==> config.mk <==
export PLATFORM = sky130hd
export DESIGN_NAME = mdio_phy_responder
export DESIGN_NICKNAME = d
export VERILOG_FILES = /design/src/rtl/mdio_phy_responder.sv
export SDC_FILE = /design/constraint.sdc
export NUM_CORES = 2
export LEC_CHECK = 0
export CORE_ASPECT_RATIO = 1.1
export CORE_MARGIN = 1
export CORE_UTILIZATION = 55
export CTS_CLUSTER_SIZE = 12
export DETAILED_ROUTE_END_ITERATION = 10
export PLACE_DENSITY = 0.75
export SKIP_LAST_GASP = 1
export SYNTH_ARGS = -nofsm -noshare
export SYNTH_HDL_FRONTEND = slang
export SYNTH_SLANG_ARGS = --single-unit
export TNS_END_PERCENT = 1
==> constraint.sdc <==
create_clock -name clk -period 45.3 [get_ports clk]
set_clock_uncertainty 0.15 [all_clocks]
set_input_delay 4.53 -clock clk [delete_from_list [all_inputs] [get_ports clk]]
set_output_delay 4.53 -clock clk [all_outputs]
set_load 0.02 [all_outputs]
==> src/rtl/mdio_phy_responder.sv <==
// mdio_phy_responder: PHY-side Clause-22 MDIO management responder.
//
// Oversamples MDC/MDIO on the system clock, decodes read/write frames addressed
// to PHY_ADDR, keeps a 32x16 register file (regs 2/3 read back PHY_ID) and
// drives read data onto the pad through a tristate enable.
//
// Ports:
//   clk, areset          system clock (>= 8x MDC), async active-high reset
//   mdc, mdio_i          management clock and pad input from the master
//   mdio_o, mdio_oe      pad output value and output enable (1 = drive)
//   host_addr/host_rdata host read port, 1 clk latency
//   wr_pulse/wr_addr/wr_data  commit strobe and last committed write
//   frame_err            pulse on a malformed frame addressed to this PHY
//
// Optional feature: define MDIO_PRE_SUPPRESS_EN to let a frame follow a
// successfully completed frame without a preamble.

module mdio_phy_responder #(
    parameter logic [4:0]  PHY_ADDR    = 5'b10000,
    parameter logic [31:0] PHY_ID      = 32'h0141_0CC2,
    parameter int unsigned SYNC_STAGES = 2
) (
    input  logic        clk,
    input  logic        areset,
    input  logic        mdc,
    input  logic        mdio_i,
    output logic        mdio_o,
    output logic        mdio_oe,
    input  logic [4:0]  host_addr,
    output logic [15:0] host_rdata,
    output logic        wr_pulse,
    output logic [4:0]  wr_addr,
    output logic [15:0] wr_data,
    output logic        frame_err
);

`ifdef MDIO_PRE_SUPPRESS_EN
    localparam bit PRE_SUPPRESS = 1'b1;
`else
    localparam bit PRE_SUPPRESS = 1'b0;
`endif

    typedef enum logic [2:0] {
        StIdle, StStart, StOp, StPhyad, StRegad, StTa, StWdata, StRdata
    } state_t;

    state_t                 state;
    logic [SYNC_STAGES-1:0] mdc_sync;
    logic [SYNC_STAGES-1:0] mdio_sync;
    logic                   mdc_prev;
    logic [5:0]             pre_cnt;
    logic [4:0]             bit_cnt;
    logic [14:0]            shift;     // older samples; current sample is appended
    logic                   is_read;
    logic [4:0]             reg_addr;
    logic [15:0]            rd_word;
    logic                   armed;     // preamble may be skipped for the next frame
    logic [15:0]            regs [32];

    logic mdc_s, mdio_s, rise, fall;

    assign mdc_s  = mdc_sync[SYNC_STAGES-1];
    assign mdio_s = mdio_sync[SYNC_STAGES-1];
    assign rise   = mdc_s & ~mdc_prev;
    assign fall   = ~mdc_s & mdc_prev;

    function automatic logic [15:0] reg_read(input logic [4:0] a);
        if (a == 5'd2) begin
            return PHY_ID[31:16];
        end else if (a == 5'd3) begin
            return PHY_ID[15:0];
        end else begin
            return regs[a];
        end
    endfunction

    always_ff @(posedge clk or posedge areset) begin
        if (areset) begin
            state      <= StIdle;
            mdc_sync   <= '0;
            mdio_sync  <= '1;
            mdc_prev   <= 1'b0;
            pre_cnt    <= '0;
            bit_cnt    <= '0;
            shift      <= '0;
            is_read    <= 1'b0;
            reg_addr   <= '0;
            rd_word    <= '0;
            armed      <= 1'b0;
            mdio_o     <= 1'b1;
            mdio_oe    <= 1'b0;
            host_rdata <= '0;
            wr_pulse   <= 1'b0;
            wr_addr    <= '0;
            wr_data    <= '0;
            frame_err  <= 1'b0;
            for (int i = 0; i < 32; i++) begin
                regs[i] <= '0;
            end
        end else begin
            mdc_sync   <= {mdc_sync[SYNC_STAGES-2:0], mdc};
            mdio_sync  <= {mdio_sync[SYNC_STAGES-2:0], mdio_i};
            mdc_prev   <= mdc_s;
            wr_pulse   <= 1'b0;
            frame_err  <= 1'b0;
            host_rdata <= reg_read(host_addr);

            unique case (state)
                StIdle: begin
                    if (fall) begin
                        if (mdio_s) begin
                            if (pre_cnt != 6'd32) begin
                                pre_cnt <= pre_cnt + 6'd1;
                            end
                        end else begin
                            pre_cnt <= '0;
                            if ((pre_cnt == 6'd32) || armed) begin
                                // Re-armed only by a successful completion.
                                armed <= 1'b0;
                                state <= StStart;
                            end
                        end
                    end
                end

                StStart: begin
                    if (fall) begin
                        bit_cnt <= '0;
                        state   <= mdio_s ? StOp : StIdle;
                    end
                end

                StOp: begin
                    if (fall) begin
                        shift   <= {shift[13:0], mdio_s};
                        bit_cnt <= bit_cnt + 5'd1;
                        if (bit_cnt == 5'd1) begin
                            bit_cnt <= '0;
                            unique case ({shift[0], mdio_s})
                                2'b01: begin
                                    is_read <= 1'b0;
                                    state   <= StPhyad;
                                end
                                2'b10: begin
                                    is_read <= 1'b1;
                                    state   <= StPhyad;
                                end
                                default: state <= StIdle;
                            endcase
                        end
                    end
                end

                StPhyad: begin
                    if (fall) begin
                        shift   <= {shift[13:0], mdio_s};
                        bit_cnt <= bit_cnt + 5'd1;
                        if (bit_cnt == 5'd4) begin
                            bit_cnt <= '0;
                            state   <= ({shift[3:0], mdio_s} == PHY_ADDR) ? StRegad : StIdle;
                        end
                    end
                end

                StRegad: begin
                    if (fall) begin
                        shift   <= {shift[13:0], mdio_s};
                        bit_cnt <= bit_cnt + 5'd1;
                        if (bit_cnt == 5'd4) begin
                            bit_cnt  <= '0;
                            reg_addr <= {shift[3:0], mdio_s};
                            if (is_read) begin
                                rd_word <= reg_read({shift[3:0], mdio_s});
                            end
                            state <= StTa;
                        end
                    end
                end

                StTa: begin
                    if (is_read) begin
                        // First TA bit: stay off the bus; second: drive 0.
                        if (rise) begin
                            bit_cnt <= bit_cnt + 5'd1;
                            if (bit_cnt == 5'd1) begin
                                bit_cnt <= '0;
                                mdio_oe <= 1'b1;
                                mdio_o  <= 1'b0;
                                state   <= StRdata;
                            end
                        end
                    end else if (fall) begin
                        shift   <= {shift[13:0], mdio_s};
                        bit_cnt <= bit_cnt + 5'd1;
                        if (bit_cnt == 5'd1) begin
                            bit_cnt <= '0;
                            if ({shift[0], mdio_s} == 2'b10) begin
                                state <= StWdata;
                            end else begin
                                frame_err <= 1'b1;
                                state     <= StIdle;
                            end
                        end
                    end
                end

                StWdata: begin
                    if (fall) begin
                        shift   <= {shift[13:0], mdio_s};
                        bit_cnt <= bit_cnt + 5'd1;
                        if (bit_cnt == 5'd15) begin
                            bit_cnt  <= '0;
                            wr_pulse <= 1'b1;
                            wr_addr  <= reg_addr;
                            wr_data  <= {shift, mdio_s};
                            if ((reg_addr == 5'd0) && shift[14]) begin
                                // Soft reset; reg0[15] self-clears as a result.
                                for (int i = 0; i < 32; i++) begin
                                    regs[i] <= '0;
                                end
                            end else if ((reg_addr != 5'd2) && (reg_addr != 5'd3)) begin
                                regs[reg_addr] <= {shift, mdio_s};
                            end
                            armed <= PRE_SUPPRESS;
                            state <= StIdle;
                        end
                    end
                end

                StRdata: begin
                    if (rise) begin
                        if (bit_cnt == 5'd16) begin
                            mdio_oe <= 1'b0;
                            mdio_o  <= 1'b1;
                            bit_cnt <= '0;
                            armed   <= PRE_SUPPRESS;
                            state   <= StIdle;
                        end else begin
                            mdio_o  <= rd_word[15];
                            rd_word <= {rd_word[14:0], 1'b0};
                            bit_cnt <= bit_cnt + 5'd1;
                        end
                    end
                end
            endcase
        end
    end

endmodule

# Word level (Yosys, flattened, before mapping)
# Cells that the tools add are included.
[classes]
n_div = 0
bitwise = 7
n_addsub = 2
muxes = 89
reduce_logical = 28
shifts = 0
multipliers = 0
eq_ne = 46
order_cmp = 4
[ops]
columns = ["cell", "n"]
rows = [
  ["$mux 512", 2],
  ["$bwmux 512", 1],
  ["$mux 16", 14],
  ["$bmux 16 s5", 2],
  ["$demux 16 s5", 1],
  ["$mux 3", 21],
  ["$mux 5", 11],
  ["$ne 2x2->1 const B", 20],
  ["$pmux 16 s2", 1],
  ["$mux 15", 2],
  ["$pmux 15 s2", 1],
  ["$pmux 5 s6", 1],
  ["$pmux 3 s8", 1],
  ["$mux 1", 23],
  ["$eq 5x2->1 const B", 4],
  ["$ge 6x6->1 const B", 3],
  ["$not 5->6", 3],
  ["$reduce_and 6->1", 3],
  ["$reduce_and 17->1", 1],
  ["$eq 3x3->1 const B", 4],
  ["$mux 6", 2],
  ["$eq 5x5->1 const B", 2],
  ["$ne 5x2->1 const B", 2],
  ["$reduce_bool 2->1", 5],
  ["32 further kinds", 46],
]
[word_totals]
mem_bits_ro = 0
latch_bits = 0
ramBits = 0
regBits = 610
n_memories = 0

# Logic depth before layout (Yosys ltp)
[logic_depth]
depth_word = 10
ltp_mapped = 11
mapped_depth_nobuf = 8

# Least setup slack after synthesis
# OpenSTA, ideal clock, no wires.
[synth_path]
path_kind = "input port to flip-flop"
start = "input host_addr[0]"
end = "register host_rdata[12]"
arrival_time_ns = 6.084
setup_slack_ns = 38.925
setup_ns = 0.141
path_stages = 6
path_cell_list = "buf_4 -> buf_2 -> mux4_2 -> mux4_2 -> nand2_1 -> o21ai_1"
[synth_between]
elab_chain_cells = 6
[synth_rtl]
columns = ["element", "line", "rtl"]
rows = [
  ["start, declared", "29", "input logic [4:0] host_addr,"],
  ["$not 5->6 (implied by the code)", "73", "return regs[a];"],
  ["$bmux 16 s5", "73", ""],
  ["$mux 16 (implied by the code) (2 in series)", "73", ""],
  ["$mux 16", "70", "end else if (a == 5'd3) begin"],
  ["$mux 16 *", "68", "if (a == 5'd2) begin"],
  ["end signal, assigned", "106", "host_rdata <= reg_read(host_addr);"],
  ["end, declared", "30", "output logic [15:0] host_rdata,"],
]
# Every way passes the cells marked *; elsewhere a longest branch is shown, timed or not. The select of a mux whose other input is x is not followed.
# A chain may end at the register's enable or synchronous reset.

==> metrics.md <==
| Metric | Value |
|---|---|
| Status | finished with violations |
| Failing checks | max-capacitance violations, max-slew violations |
| Synth cell types | 74 |
| CP required | 45.71 ns |
| Total power draw | 1.14 mW |
| CTS Buf Count | 66 |
| Max rail drop VDD | 23.4 uV |
| Die H | 255 um |
| Mean post-synth cell area | 11.2 sq um |
| H-tree depth | 3 |
| Lkg Pwr | between 10 and 15 nW |
| Max-cap violations | 1 |
| RSZ-0062 raised after global routing | no |
| Cell family with the largest share of critical-path delay | buffers and inverters |
| Final period utilization | 0.159 |
| Total wire length | between 100000 and 150000 um |
| Slowest cell on crit path | buf_4 |
| Synthesized flop and latch total | 609 |
| Post-cts resize count | 0 |
| CP dominant cell by count | buf_4 |
| F_max | 139 MHz |
| CTS tree | yes |
| Non-Filler Instances | 3502 |
| Max Transition Viols Final | 14 |
| Residual DRC | 0 |
| Asr flop ratio synth | 1.00 |
| Worst Tran Pin Value | 1.52 ns |
| Number of synthesized flops with an enable pin | 0 |
| Cell area power density | 33.0 nW/um^2 |
| Setup tns final | 0 ns |
| Global route overflow | 0 |
| Area growth syn-to-layout | 7.99% |
| Die width | 232 um |
| Setup crit end kind | async pin |
| Largest cells by area after synthesis | dfrtp_1, mux4_2, o21ai_0 |
| Slew headroom | -0.0136 |
| Number of port buffers | 49 |
| First-pass detailed-route iteration total | 6 |
| Largest net degree at the start of global routing | 186 |
| Fill cells | 4460 |
| Worst endpoint data arrival time | roughly 7.6 ns |
| Die Area | 59000 sq um |
| Vias in the first global route | 24600 |
| Synth top area share | 0.475 |
| Mapped cell area | ~32000 sq um |
| Number of DRC markers in iteration 0 | 3575 |
| Dpl cells | 3391 |
| Clk root buf | clkbuf_16 |
| CTS sink cnt | ~610 |
| Hold Buf Count CTS | 0 |
| Crit path kind | in2async |
| Post-DRT Antenna Nets | 0 |
| # diodes | 0 |
| GP Congestion | 0.907 |
| Via density | 7.23 |
| Core area | 57300 sq um |
| Critical path, cell by cell | clkdlybuf4s50_1, inv_8, buf_4, buf_4 |
| Ports | 50 |
| Most frequent cell after synthesis | dfrtp_1 |
| Crit start category | input port |
| Fin crit period | 7.18 ns |
| Rows | 92 |
| Final setup violation count | 0 |
| Synthesized instance count | 2853 |
| Crit path buf inv count | 4 |
| Final Hold Fails | 0 |
| Area leader, netlist | dfrtp_1 |
| Mapped Nets | 2872 |
| Wire length of the first global-routing pass | approximately 150000 um |
| Reg area | between 15000 and 20000 sq um |
| Routed WL per cell | 28.7 um |
| CP max FO | roughly 130 |
| Initial Util | 0.557 |
| CP max stage delay | 0.93 ns |
| Layout Nets | 2726 |
| Worst hold path class | reg2reg |
| Total Routing Usage GR | 0.348 |
| Multi-input gate area | 15100 sq um |
| Initial antenna violation count | 1 |
| Syn. warnings | 0 |
| Layout cell share with drive strength beyond 1 | 0.165 |
| Clock-pin slew on the worst setup and hold paths | 0.05 ns |
| Postcts setup bufs | 0 |
| Post-synth top cells | dfrtp_1, o21ai_0, nand3_1 |
| DP HPWL | 58500 um |
| CTS max path bufs | 3 |
| Seq/Total Area, Yosys | 0.477 |
| Worst skew pair latency | approximately 0.62 ns |
| Via count | 25300 |
| Ys flop type | dfrtp_1 |
## sequential cells by signal (all words and copies together), names as in the netlist, 2 cells and up
register,cells
wr_addr,5
bit_cnt,5
host_rdata,16
rd_word,16
shift,15
regs,512
wr_data,16
reg_addr,5
pre_cnt,6
mdc_sync,2
mdio_sync,2
state,3
## metal layers
layer  up-vias  wire (um)  track usage
li1      10400          -            -
met1     12700      35600        0.440
met2      1705      45700        0.528
met3       458      11700       0.0909
met4         2       7380        0.239
met5         -          9            0
## path summary, 6_finish.rpt
| path | startpoint | to | slack, ns | cells after the start |
|---|---|---|---|---|
| setup / recovery | areset | regs[115] | 38.12 | 4 |
| hold / removal | mdio_sync[0] | mdio_sync[1] | 0.21 | 0 |
| setup reg to reg | reg_addr[0] | regs[318] | 40.59 | 7 |
| hold reg to reg | mdio_sync[0] | mdio_sync[1] | 0.21 | 0 |
| max in group clk | host_addr[1] | host_rdata[11] | 38.19 | 6 |
| min in group asynchronous | areset | regs[173] | 4.33 | 2 |
## worst register-to-register path: stages, from the launching register on
cell and delay [ns]:
dfrtp_1 0.74, nor3_2 0.19, nand3_2 0.47, nand2b_4 0.67
buf_4 1.09, buf_4 0.92, nand3_1 0.22, o21ai_0 0.15
## metrics by stage
| stage | worst slack (ns) | cell area (sq um) | hold WS (ns) | util |
|---|---|---|---|---|
| CTS | 38.05 | 34500 | 0.210 | 0.602 |
| detailed placement | 37.43 | 32300 | 0.202 | 0.564 |
| floorplan | 23.57 | 31900 | 0.181 | - |
| finish | 38.12 | 34500 | 0.207 | 0.602 |
| global route | 37.67 | 34500 | 0.212 | 0.602 |
| global placement | 37.51 | 32300 | 0.200 | 0.564 |
## layout by cell type (no fill, tap or decap), types with 12 or more instances in the layout
cell,netlist,final
a211oi_1,17,17
a21oi_1,31,31
a22o_1,19,19
a22oi_1,13,13
and2_1,49,49
and3_1,19,19
buf_4,16,53
clkbuf_1,179,15
clkbuf_16,0,68
clkbuf_8,0,14
clkdlybuf4s50_1,0,45
dfrtp_1,606,603
inv_1,18,17
mux2_2,53,53
mux2i_1,105,105
mux4_1,19,19
mux4_2,205,205
nand2_1,124,116
nand2b_1,13,12
nand3_1,482,481
nand4_1,20,20
nor2_1,36,35
nor2b_1,19,18
o21ai_0,494,494
o21ai_1,19,19
o221ai_1,16,16
o22ai_1,18,18
## logic make-up (layout without fill, tap and decap cells)
| group | after synthesis | after routing | share of synthesized area |
|---|---|---|---|
| buf+inv | 337 | 234 | 0.0505 |
| mux | 382 | 382 | 0.212 |
| compound gates | 700 | 700 | 0.126 |
| flops | 609 | 609 | 0.477 |
| simple gates | 815 | 815 | 0.131 |
| fa+ha+maj | 10 | 10 | 0.00392 |
## final cells by class
| cell class | count | area share |
|---|---|---|
| inverters | 20 | 0.00239 |
| repair buffers | 103 | 0.0265 |
| well taps | 752 | 0.0273 |
| flip-flops and latches | 609 | 0.442 |
| clock inverters | 14 | 0.00620 |
| multi-input cells | 1907 | 0.439 |
| clock buffers | 97 | 0.0566 |
## power by group
group | switching (mW) | internal (mW) | leakage [nW]
logic | 0.0307 | 0.0142 | 4.85
registers | 0.00308 | 0.546 | 8.47
clock network | 0.224 | 0.321 | 1.06
total | 0.258 | 0.882 | 14.4
Note: power is estimated with default switching activity, not from simulation.
